## config.mk

```make
export PLATFORM = sky130hd
export DESIGN_NAME = mpc_cfg_ctrl
export DESIGN_NICKNAME = d
export VERILOG_FILES = /design/src/rtl/mpc_cfg_ctrl.sv
export SDC_FILE = /design/constraint.sdc
export NUM_CORES = 1
export LEC_CHECK = 0
export ABC_AREA = 1
export CAP_MARGIN = 20
export CORE_ASPECT_RATIO = 0.75
export CORE_MARGIN = 3
export CORE_UTILIZATION = 45
export CTS_CLUSTER_DIAMETER = 100
export DETAILED_ROUTE_END_ITERATION = 10
export PLACE_DENSITY = 0.78
export SKIP_LAST_GASP = 1
export SLEW_MARGIN = 30
export SYNTH_ARGS = -nofsm -noshare
export SYNTH_HDL_FRONTEND = slang
export SYNTH_SLANG_ARGS = --single-unit
```

## constraint.sdc

```tcl
create_clock -name wb_clk_i -period 2.25 [get_ports wb_clk_i]
set_input_delay 0.3375 -clock wb_clk_i [delete_from_list [all_inputs] [get_ports wb_clk_i]]
set_output_delay 0.3375 -clock wb_clk_i [all_outputs]
set_load 0.03 [all_outputs]
```

## src/rtl/mpc_cfg_ctrl.sv

```systemverilog
// Wishbone-programmable configuration source for the pad/bus multiplexer.
// Every change runs drain -> switch -> settle with the pads isolated throughout.
module mpc_cfg_ctrl #(
  parameter logic [31:0] BASE_ADDR = 32'h3000_0000,
  parameter logic [3:0]  RESET_CFG = 4'h0,
  parameter int unsigned GUARD_W   = 8,
  parameter int unsigned GUARD_RST = 16
) (
  input  logic        wb_clk_i,
  input  logic        wb_rst_i,
  input  logic        wbs_stb_i,
  input  logic        wbs_cyc_i,
  input  logic        wbs_we_i,
  input  logic [3:0]  wbs_sel_i,
  input  logic [31:0] wbs_dat_i,
  input  logic [31:0] wbs_adr_i,
  output logic        wbs_ack_o,
  output logic [31:0] wbs_dat_o,
  output logic [3:0]  configuration,
  output logic        isolate,
  output logic        cfg_done
);

  localparam int unsigned DW = (GUARD_W > 4) ? GUARD_W : 4;

  typedef enum logic [1:0] {
    IDLE   = 2'd0,
    DRAIN  = 2'd1,
    SWITCH = 2'd2,
    SETTLE = 2'd3
  } state_e;

  state_e               state_q, state_d;
  logic [GUARD_W-1:0]   cnt_q, cnt_d;
  logic [GUARD_W-1:0]   guard_q, guard_d;
  logic [3:0]           target_q, target_d;
  logic [3:0]           cfg_q, cfg_d;
  logic                 ovr_q, ovr_d;
  logic                 isolate_q, isolate_d;
  logic                 done_q, done_d;
  logic                 ack_q, ack_d;
  logic [31:0]          dat_q, dat_d;
  logic                 req_we_q, req_we_d;
  logic [7:0]           req_off_q, req_off_d;
  logic [3:0]           req_sel_q, req_sel_d;
  logic [DW-1:0]        req_dat_q, req_dat_d;

  logic                 hit, wr_cfg, wr_guard, wr_w1c;
  logic [GUARD_W-1:0]   guard_eff, gmask;
  logic [31:0]          rdata;
  logic                 unused_ok;

  assign unused_ok = ^{wbs_dat_i[31:DW], req_sel_q};

  // Bus front end: the request is captured on the hit and acted on during the ack cycle.
  always_comb begin
    hit       = wbs_stb_i & wbs_cyc_i & (wbs_adr_i[31:8] == BASE_ADDR[31:8]) & ~ack_q;
    ack_d     = hit;
    req_we_d  = hit ? wbs_we_i : req_we_q;
    req_off_d = hit ? wbs_adr_i[7:0] : req_off_q;
    req_sel_d = hit ? wbs_sel_i : req_sel_q;
    req_dat_d = hit ? wbs_dat_i[DW-1:0] : req_dat_q;

    unique case (wbs_adr_i[7:0])
      8'h00:   rdata = 32'(cfg_q);
      8'h04:   rdata = 32'(guard_q);
      8'h08:   rdata = 32'({ovr_q, state_q, (state_q != IDLE)});
      default: rdata = 32'h0;
    endcase
    dat_d = (hit && !wbs_we_i) ? rdata : 32'h0;
  end

  always_comb begin
    wr_cfg   = ack_q & req_we_q & (req_off_q == 8'h00) & req_sel_q[0];
    wr_guard = ack_q & req_we_q & (req_off_q == 8'h04);
    wr_w1c   = ack_q & req_we_q & (req_off_q == 8'h08) & req_sel_q[0] & req_dat_q[3];
    guard_eff = (guard_q == '0) ? GUARD_W'(1) : guard_q;
    for (int i = 0; i < int'(GUARD_W); i++) gmask[i] = req_sel_q[i / 8];
    guard_d = wr_guard ? ((guard_q & ~gmask) | (req_dat_q[GUARD_W-1:0] & gmask)) : guard_q;
  end

  // Sequencer: guard counters hold at 1 rather than wrapping.
  always_comb begin
    state_d  = state_q;
    cnt_d    = cnt_q;
    target_d = target_q;
    cfg_d    = cfg_q;
    ovr_d    = ovr_q;
    done_d   = 1'b0;

    if (wr_w1c) ovr_d = 1'b0;

    unique case (state_q)
      IDLE: begin
        if (wr_cfg && (req_dat_q[3:0] != cfg_q)) begin
          target_d = req_dat_q[3:0];
          cnt_d    = guard_eff;
          state_d  = DRAIN;
        end
      end
      DRAIN: begin
        if (cnt_q <= GUARD_W'(1)) state_d = SWITCH;
        else                      cnt_d   = cnt_q - GUARD_W'(1);
      end
      SWITCH: begin
        cfg_d   = target_q;
        cnt_d   = guard_eff;
        state_d = SETTLE;
      end
      SETTLE: begin
        if (cnt_q <= GUARD_W'(1)) begin
          state_d = IDLE;
          done_d  = 1'b1;
        end else begin
          cnt_d = cnt_q - GUARD_W'(1);
        end
      end
      default: state_d = IDLE;
    endcase

    // A dropped write must win over a simultaneous clear.
    if (wr_cfg && (state_q != IDLE)) ovr_d = 1'b1;

    isolate_d = (state_d != IDLE);
  end

  always_ff @(posedge wb_clk_i or posedge wb_rst_i) begin
    if (wb_rst_i) begin
      state_q   <= IDLE;
      cnt_q     <= '0;
      guard_q   <= GUARD_W'(GUARD_RST);
      target_q  <= RESET_CFG;
      cfg_q     <= RESET_CFG;
      ovr_q     <= 1'b0;
      isolate_q <= 1'b0;
      done_q    <= 1'b0;
      ack_q     <= 1'b0;
      dat_q     <= 32'h0;
      req_we_q  <= 1'b0;
      req_off_q <= 8'h00;
      req_sel_q <= 4'h0;
      req_dat_q <= '0;
    end else begin
      state_q   <= state_d;
      cnt_q     <= cnt_d;
      guard_q   <= guard_d;
      target_q  <= target_d;
      cfg_q     <= cfg_d;
      ovr_q     <= ovr_d;
      isolate_q <= isolate_d;
      done_q    <= done_d;
      ack_q     <= ack_d;
      dat_q     <= dat_d;
      req_we_q  <= req_we_d;
      req_off_q <= req_off_d;
      req_sel_q <= req_sel_d;
      req_dat_q <= req_dat_d;
    end
  end

  assign wbs_ack_o     = ack_q;
  assign wbs_dat_o     = dat_q;
  assign configuration = cfg_q;
  assign isolate       = isolate_q;
  assign cfg_done      = done_q;

endmodule

```

**After elaboration in Yosys (flattened, before gate mapping)**

Index checks and enable logic that the tools add are counted.

- Input bits: 73
- Output and inout bits: 39
- Word-level logic and storage cells: 70
- Register bits: 80

- Equal/unequal tests: 11
- Reductions and logical operators: 14
- $lt $le $gt $ge: 1
- Mux-type cells: 14
- Bitwise logic cells: 15
- Add/subtract/negate cells: 1

Operator list:

| kind | count |
|---|---|
| one-hot mux 8 bit (3 select lines) | 2 |
| two-way mux 32 bit | 1 |
| equality test 24 x 22 -> 1 bit (second input constant) | 1 |
| zero test 8 bit | 3 |
| two-way mux 8 bit | 3 |
| bitwise AND 8 bit | 2 |
| equality test 8 x 3 -> 1 bit (second input constant) | 2 |
| equality test 8 x 4 -> 1 bit (second input constant) | 2 |
| bitwise AND 1 bit | 10 |
| <= comparator 8 x 1 -> 1 bit (second input constant) | 1 |
| inverter 8 bit | 1 |
| OR 8 bit | 1 |
| one-hot mux 2 bit (4 select lines) | 1 |
| subtractor 8 x 1 -> 8 bit (second input constant) | 1 |
| two-way mux 2 bit | 3 |
| nonzero test 2 bit | 3 |
| equality test 2 bit (second input constant) | 2 |
| two-way mux 1 bit | 4 |
| != test 2 bit (second input constant) | 2 |
| != test 4 bit | 1 |
| AND reduction 2 bit | 2 |
| logical AND 1 bit | 3 |
| equality test 2 x 1 -> 1 bit (second input constant) | 1 |
| zero test 2 bit | 1 |
| 3 further kinds | 3 |

**Depth between registers and ports, before layout**

Gate-level depths: netlist (run 1).

- Word-level depth: 7
- Mapped depth: 10
- Depth with buffers taken out: 10

**Worst setup path before layout (run 1)**

No wires, ideal clock.

- Path kind: reg2reg
- Start: reg ack_q, in the netlist wbs_ack_o
- End: reg cnt_q[7]
- Cell stages (with the launch flop): 10
- Path slack: 794 ps
- Path buffers: 0
- Period minus slack after synthesis: 1456 ps
- Arrival: 1338 ps
- Setup time: 118 ps
- Data required time: 2132 ps
- Path through: dfrtp_1 > nand2_1 > nor2_2 > nand2_2 > nor2_4 > nand2_2 > nand2_4 > nand2_8 > nand2_2 > nand2_1

- Cells in the longest elaborated chain, start to end: 6

Ends and longest elaborated chain:

| element | RTL line | source |
|---|---|---|
| start, declared | 41 | `logic ack_q, ack_d;` |
| start signal, assigned | 152 | `ack_q <= ack_d;` |
| bitwise AND 1 bit (3 in a row) | 74 | `wr_cfg = ack_q & req_we_q & (req_off_q == 8'h00) & req_sel_q[0];` |
| logical AND 1 bit | 95 | `if (wr_cfg && (req_dat_q[3:0] != cfg_q)) begin` |
| != test 2 bit (no source line) | n/a |  |
| AND reduction 2 bit (no source line) | n/a |  |
| end signal, assigned | 145 | `cnt_q <= cnt_d;` |
| end, declared | 34 | `logic [GUARD_W-1:0] cnt_q, cnt_d;` |

Every way passes these cells.
A chain may end at the register's enable or synchronous reset.

**Worst setup path after layout (run 1)**

- Start: reg cfg_q[2], in the netlist configuration[2]
- End: out configuration[2]

RTL lines:

| element | RTL line | source |
|---|---|---|
| start, declared | 37 | `logic [3:0] cfg_q, cfg_d;` |
| start signal, assigned | 148 | `cfg_q <= cfg_d;` |
| end, declared | 19 | `output logic [3:0] configuration,` |

No word-level cell between the ends.

==> results of run 1 <==
[final timing paths]
path	start	end	cells past startpoint	slack, ns
min in group wb_clk_i	req_off_q[5]$_DFFE_PP0N_	req_off_q[5]$_DFFE_PP0N_	2	0.50
min	wb_rst_i	cnt_q[3]$_DFFE_PP0P_	2	0.41
max	configuration[2]$_DFFE_PP0P_	configuration[2]	1	0.47
max in group asynchronous	wb_rst_i	cnt_q[4]$_DFFE_PP0P_	3	1.28
min reg2reg	req_off_q[5]$_DFFE_PP0N_	req_off_q[5]$_DFFE_PP0N_	2	0.50
max reg2reg	cnt_q[0]$_DFFE_PP0P_	isolate$_DFF_PP0_	7	0.60
[layer usage]
| layer | wire length (um) | vias to the layer above | part of all wire | track usage |
|---|---|---|---|---|
| met5 | 0 | - | 0 | 0 |
| met4 | 46 | 0 | 0.0067 | 0.03096 |
| met3 | 408 | 4 | 0.059 | 0.03273 |
| met2 | 2991 | 73 | 0.43 | 0.2740 |
| met1 | 3466 | 1172 | 0.50 | 0.2745 |
| li1 | - | 1319 | - | - |
[synth_stat cells, types with 2 or more instances]
master / count
sky130_fd_sc_hd__a21oi_1: 4
sky130_fd_sc_hd__buf_2: 4
sky130_fd_sc_hd__buf_4: 25
sky130_fd_sc_hd__dfrtp_1: 55
sky130_fd_sc_hd__ha_1: 2
sky130_fd_sc_hd__inv_1: 39
sky130_fd_sc_hd__inv_2: 13
sky130_fd_sc_hd__nand2_1: 103
sky130_fd_sc_hd__nand2_2: 12
sky130_fd_sc_hd__nand2_4: 2
sky130_fd_sc_hd__nand3_1: 27
sky130_fd_sc_hd__nand3_2: 2
sky130_fd_sc_hd__nand4_1: 2
sky130_fd_sc_hd__nand4_2: 2
sky130_fd_sc_hd__nor2_1: 48
sky130_fd_sc_hd__nor2_2: 3
sky130_fd_sc_hd__nor3_1: 7
sky130_fd_sc_hd__o21ai_0: 5
sky130_fd_sc_hd__o21ai_1: 30
sky130_fd_sc_hd__o31ai_1: 2
[metrics by stage]
step,worst slack [ns],area (um2)
2_1_floorplan,0.5429,3123
3_3_place_gp,0.4663,3667
3_5_place_dp,0.4318,3667
4_1_cts,0.4675,3775
5_1_grt,0.4081,3775
6_report,0.4651,3775
[cell type report]
type	instances	area share
clock inverters	2	0.009281
clock buffers	6	0.01922
repair buffers	63	0.1717
flip-flops and latches	56	0.3716
multi-input cells	283	0.3487
inverters	53	0.05270
well taps	81	0.02685
[logic make-up after synthesis]
group           after synthesis
fa+ha+maj                     2
simple gates                213
other cells                   1
flops                        56
buf+inv                      82
compound gates               44
[cells in the final DEF, fill, tap and decap left out, types with 2 or more instances in the layout]
cell                              netlist  final
sky130_fd_sc_hd__nor3_1                 7      7
sky130_fd_sc_hd__nand4_1                2      2
sky130_fd_sc_hd__nor2_1                48     47
sky130_fd_sc_hd__inv_2                 13     14
sky130_fd_sc_hd__nand2_2               12     12
sky130_fd_sc_hd__inv_1                 39     38
sky130_fd_sc_hd__nor2_2                 3      4
sky130_fd_sc_hd__a21oi_1                4      4
sky130_fd_sc_hd__o31ai_1                2      2
sky130_fd_sc_hd__conb_1                 1     24
sky130_fd_sc_hd__o21ai_0                5      5
sky130_fd_sc_hd__o21ai_1               30     30
sky130_fd_sc_hd__nand3_1               27     27
sky130_fd_sc_hd__nand3_2                2      2
sky130_fd_sc_hd__nand4_2                2      2
sky130_fd_sc_hd__nand2_4                2      2
sky130_fd_sc_hd__clkbuf_8               0      5
sky130_fd_sc_hd__ha_1                   2      2
sky130_fd_sc_hd__nand2_1              103    103
sky130_fd_sc_hd__clkdlybuf4s50_1        0     60
sky130_fd_sc_hd__buf_12                 0      2
sky130_fd_sc_hd__dfrtp_1               55     55
[worst reg2reg max path, stage by stage (launching register included)]
cell and delay, ns:
sky130_fd_sc_hd__dfrtp_1 0.45, sky130_fd_sc_hd__inv_1 0.14, sky130_fd_sc_hd__ha_1 0.28, sky130_fd_sc_hd__nand2_2 0.10, sky130_fd_sc_hd__a21oi_2 0.18, sky130_fd_sc_hd__nand2_4 0.14
sky130_fd_sc_hd__nand2_8 0.19, sky130_fd_sc_hd__nand2_1 0.07
[power by group through the flow]
stage / Sequential, mW / Clock [mW] / Combinational, mW
2_1_floorplan: 1.03 / 0 / 0.117
3_3_place_gp: 1.03 / 0 / 0.176
3_5_place_dp: 1.03 / 0 / 0.179
4_1_cts: 1.01 / 0.659 / 0.180
5_1_grt: 1.01 / 0.697 / 0.193
6_report: 1.01 / 0.644 / 0.179
==> run_results.csv, run 1 <==
group,metric,value,unit
synthesis,synth_flop_cell,"sky130_fd_sc_hd__dfrtp_1",
cells_and_area,num-nets-final,537,
global_routing,grt_max_degree,34,
cells_and_area,multi_input_comb_area,1316,um2
clock_network,holdBufCountCts,0,
power,comb_power_share,0.098,
clock_network,cts-buffers-inserted,5,
clock_network,ctsHtreeMaxLevel,2,
drt,avgViaCountPerCell,4.721,
global_routing,wire_length_of_the_first_global_routing_pass,11270,um
drt,detailedRoute.firstIterationViolations,158,
synthesis,synthesis.instances,398,
drt,first_pass_iters,4,
clock_network,cts_post_setup_buffers_inserted,0,
critical_path,max_stage_delay,0.70,ns
power,sw_frac_of_total,0.2262,
power,pwr-share-clk,0.352,
synthesis,synth-seq-cells,56,
cells_and_area,final_cells,544,
synthesis,syn_area,3037,um2
synthesis,synth_top_family_by_area,"simple AND/OR/NAND/NOR gates",
timing,worstMarginPinSlew,0.5554,ns
timing,holdWs,0.4127,ns
place,place.gp.congestion,0.8725,
power,max-vdd-ir-drop,0.2445,mV
timing,final_hold_viol_count,0,
place,numPlacedInstances,536,
power,cellPowerDensity,484.3,nW/um2
cells_and_area,area_growth,24.31,%
drt,drt_wl_total,6912,um
critical_path,endpoint_kind,"primary output",
floorplanning,initial_core_util,0.4736,
timing,fin_crit_sh,0.7933,
cells_and_area,post-route-util,0.5887,
cells_and_area,drive_above_1_share,0.1102,
floorplanning,placement_rows,25,
critical_path,timing.setup.critical_path_class,"reg2out",
synthesis,synth_cell_types,31,
synthesis,synth_edf_count,0,
synthesis,synth_adder_area_share,0.008241,
synthesis,synth_area_leader_cell,"sky130_fd_sc_hd__dfrtp_1",
synthesis,avgSynthCellArea,7.630,um2
cells_and_area,fillCellCount,602,
clock_network,clock_sink_count,56,
synthesis,post_synth_mux_area_share,0,
timing,unrepaired_setup_endpoints_after_global_routing,"false",
drt,detail_route.wl_per_cell,12.71,um
timing,maxSlewHeadroom,0.6292,
critical_path,slowest_stage,"sky130_fd_sc_hd__clkdlybuf4s50_1",
timing,timing.setup.tns,0,ns
clock_network,insertion_delay,0.30,ns
critical_path,startpoint_type,"flip-flop",
floorplanning,design.die.area,7780,um2
synthesis,ys_async_sr_fraction,1.000,
clock_network,clock_buffer_depth,2,
critical_path,timing.critical_path.cells,"clkdlybuf4s50_1",
timing,fmaxAchievable,0.5603,GHz
critical_path,crit_buf_inv,1,
cells_and_area,inserted_diodes,0,
floorplanning,dieWidth,100.9,um
power,leakage_power,1.829,nW
power,power_switching,413.6,uW
run_status,outcome,"finished, final reports clean",
global_routing,grt.total_usage,0.1815,
cells_and_area,ff_latch_area,1403,um2
floorplanning,pin_count,112,
timing,maximum_clock_skew_at_final_layout,0.009007,ns
synthesis,synth_xor_area_frac,0,
place,buffer_ports.inserted,60,
global_routing,grt-ovfl-total,0,
timing,report.final.setup_viol,0,
synthesis,post_synth_main_area_contributors,"sky130_fd_sc_hd__dfrtp_1 (45%), sky130_fd_sc_hd__nand2_1 (13%), sky130_fd_sc_hd__buf_4 (6.2%), sky130_fd_sc_hd__nor2_1 (5.9%), sky130_fd_sc_hd__o21ai_1 (4.9%)",
timing,drv_slew,0,
synthesis,fraction_of_synthesized_cell_area_taken_by_the_top_area_cell_type,0.4532,
critical_path,worst-endpoint-arrival,1.45,ns
clock_network,clockRootBuffer,"sky130_fd_sc_hd__clkbuf_8",
power,p_int,1.415,mW
clock_network,tritoncts,"yes",
drt,ant_nets,0,
clock_network,post_cts_resized,0,
job,number_of_violations_of_the_max_capacitance_limit,0,
floorplanning,fp.coreArea,6412,um2
synthesis,synth_sequential_area_ratio,0.4619,
timing,min_period,1.785,ns
synthesis,synth-compound-area-share,0.07705,
power,power,1.828,mW
clock_network,cts.reportedPaths.clkPinSlew,0.10,ns
critical_path,path_max_fanout,4,
global_routing,initial_antenna_violation_count,0,
critical_path,critPathRequiredTime,1.91,ns
global_routing,vias_in_the_first_global_route,2372,
place,dp.final_hpwl,5294,um
min_path,min_path_type,"in2async",
power,p_seq_frac,0.550,
drt,detailroute.via_count,2568,
critical_path,critical-path-top-delay-family,"buffers and inverters",
synthesis,synthSimpleGateAreaFrac,0.3177,
drt,route.detailed.drc,0,
floorplanning,fp.dieH,77.14,um
synthesis,synth.yosys.warnings,0,
(Power assumes the default switching activity.)
==> inputs of run 2 (changes only) <==
==> constraint.sdc (replaced) <==
create_clock -name wb_clk_i -period 1.8 [get_ports wb_clk_i]
set_input_delay 0.27 -clock wb_clk_i [delete_from_list [all_inputs] [get_ports wb_clk_i]]
set_output_delay 0.27 -clock wb_clk_i [all_outputs]
set_load 0.03 [all_outputs]
==> run 2 against run 1 <==
  * Register-to-register slack lost 0.44 ns
  * Clock-buffer cell count is the same
  * Non-clock buffer count grew 4
  * Final cell count grew 0.74%
  * Critical endpoint is now configuration[1]
  * Highest routed layer unchanged
==> run_results.csv, run 2 (synthesized netlist as in run 1, its figures left out) <==
group,metric,value,unit
job,number_of_violations_of_the_max_capacitance_limit,0,
power,cellPowerDensity,579.7,nW/um2
global_routing,grt.total_usage,0.1889,
clock_network,holdBufCountCts,0,
power,max-vdd-ir-drop,0.3244,mV
floorplanning,placement_rows,25,
critical_path,timing.rr.end,"isolate$_DFF_PP0_",
cells_and_area,most_common_cell_after_layout_fill_and_taps_aside,"sky130_fd_sc_hd__nand2_1",
floorplanning,dieWidth,100.9,um
timing,fmaxAchievable,0.5745,GHz
timing,timing.setup.tns,0,ns
cells_and_area,area_growth,25.38,%
critical_path,critPathRequiredTime,1.53,ns
critical_path,max_stage_delay,0.71,ns
clock_network,ctsHtreeMaxLevel,2,
timing,final_hold_viol_count,0,
drt,detailedRoute.firstIterationViolations,173,
drt,first_pass_iters,4,
place,buffer_ports.inserted,60,
critical_path,worst_r2r_path_depth,7,
timing,unrepaired_setup_endpoints_after_global_routing,"false",
global_routing,grt-ovfl-total,0,
drt,drt_wl_total,6855,um
global_routing,wire_length_of_the_first_global_routing_pass,11840,um
critical_path,critical-path-top-delay-family,"buffers and inverters",
critical_path,endpoint_kind,"primary output",
floorplanning,pin_count,112,
floorplanning,design.die.area,7780,um2
critical_path,path_max_fanout,4,
floorplanning,fp.coreArea,6412,um2
timing,report.final.setup_viol,0,
clock_network,clockRootBuffer,"sky130_fd_sc_hd__clkbuf_8",
clock_network,clock_sink_count,56,
drt,avgViaCountPerCell,4.861,
clock_network,cts_post_setup_buffers_inserted,0,
drt,detailroute.via_count,2664,
run_status,outcome,"finished, final reports clean",
clock_network,cts.reportedPaths.clkPinSlew,0.10,ns
min_path,min_path_type,"in2async",
cells_and_area,drive_above_1_share,0.1199,
timing,fin_crit_sh,0.9670,
global_routing,vias_in_the_first_global_route,2535,
critical_path,rr_startpoint,"cnt_q[0]$_DFFE_PP0P_",
clock_network,cts-buffers-inserted,5,
global_routing,initial_antenna_violation_count,0,
cells_and_area,inserted_diodes,0,
timing,holdWs,0.2465,ns
clock_network,insertion_delay,0.31,ns
critical_path,startpoint_type,"flip-flop",
clock_network,tritoncts,"yes",
timing,drv_slew,0,
place,place.gp.congestion,0.9489,
drt,ant_nets,0,
place,dp.final_hpwl,5453,um
power,leakage_power,1.843,nW
drt,detail_route.wl_per_cell,12.51,um
clock_network,post_cts_resized,0,
critical_path,setup.reg_to_reg.worst_slack,0.16,ns
critical_path,crit_buf_inv,1,
critical_path,worst-endpoint-arrival,1.47,ns
clock_network,clock_buffer_depth,2,
critical_path,timing.setup.critical_path_class,"reg2out",
cells_and_area,fillCellCount,585,
critical_path,slowest_stage,"sky130_fd_sc_hd__clkdlybuf4s50_1",
timing,min_period,1.741,ns
cells_and_area,num-nets-final,541,
global_routing,grt_max_degree,26,
floorplanning,initial_core_util,0.4736,
timing,maximum_clock_skew_at_final_layout,0.004537,ns
drt,route.detailed.drc,0,
critical_path,timing.critical_path.cells,"clkdlybuf4s50_1",
cells_and_area,layout.cells.most_common_list,"sky130_fd_sc_hd__nand2_1 (103), sky130_fd_sc_hd__clkdlybuf4s50_1 (60), sky130_fd_sc_hd__dfrtp_1 (55), sky130_fd_sc_hd__nor2_1 (47), sky130_fd_sc_hd__inv_1 (38)",
floorplanning,fp.dieH,77.14,um
==> run 2: changes by cell type in the layout (fill, tap and decap cells not counted) <==
cell | before | now
sky130_fd_sc_hd__buf_4 | 1 | 4
sky130_fd_sc_hd__clkinvlp_4 | 0 | 2
sky130_fd_sc_hd__buf_12 | 2 | 3
sky130_fd_sc_hd__bufinv_16 | 1 | 0
sky130_fd_sc_hd__clkbuf_1 | 1 | 0
sky130_fd_sc_hd__clkbuf_8 | 5 | 6
sky130_fd_sc_hd__clkinv_2 | 1 | 0
==> run 2: power breakdown <==
| group | internal [mW] | leakage, nW | total [mW] | switching, mW |
|---|---|---|---|---|
| logic | 0.102 | 1.08 | 0.228 | 0.126 |
| registers | 1.26 | 0.716 | 1.26 | 0.000000319 |
| clock network | 0.312 | 0.0434 | 0.722 | 0.410 |
==> run 2: metrics by stage <==
step,instance area (um2),setup slack [ns],utilization,instances,power [mW]
2_1_floorplan,3123,0.1604,-,421,1.428
3_3_place_gp,3710,0.1014,0.5785,540,1.508
3_5_place_dp,3710,0.05687,0.5785,540,1.511
4_1_cts,3807,0.05676,0.5938,548,2.230
5_1_grt,3807,0.001338,0.5938,548,2.293
6_report,3807,0.05941,0.5938,548,2.207
==> run 2: worst max-delay path by stage <==
stage | from | to | slack, ns | cells past startpoint
after floorplan | wb_rst_i | async pin | 0.16 | 1
after global placement | wbs_adr_i[28] | req_we_q$_DFFE_PP0N_ | 0.10 | 9
after detailed placement | wbs_adr_i[28] | req_we_q$_DFFE_PP0N_ | 0.06 | 9
after CTS | configuration[1]$_DFFE_PP0P_ | configuration[1] | 0.06 | 1
after global routing | configuration[1]$_DFFE_PP0P_ | configuration[1] | 0.001 | 1
final | configuration[1]$_DFFE_PP0P_ | configuration[1] | 0.06 | 1
==> run 2: per-layer routing <==
layer | track usage | up-vias | share of wire
li1 | - | 1329 | -
met1 | 0.2768 | 1239 | 0.47
met2 | 0.2819 | 87 | 0.44
met3 | 0.04273 | 9 | 0.074
met4 | 0.04711 | 0 | 0.011
met5 | 0 | - | 0
==> run 2: worst register-to-register path, delay by kind of cell (launching register included) <==
kind / cells / cell delay [ns]
fa+ha+maj: 1 / 0.29
compound gates: 1 / 0.18
buf+inv: 1 / 0.13
simple gates: 4 / 0.48
flops: 1 / 0.45
==> run 2: area by class of cell <==
class | instances | area (um2) | share of cell area
Sequential cell | 56 | 1403 | 0.3684
Tap cell | 81 | 101.3 | 0.02662
Inverter | 53 | 198.9 | 0.05225
Clock inverter | 2 | 15.01 | 0.003943
Clock buffer | 6 | 82.58 | 0.02169
Multi-Input combinational cell | 283 | 1316 | 0.3457
Timing Repair Buffer | 67 | 690.7 | 0.1814
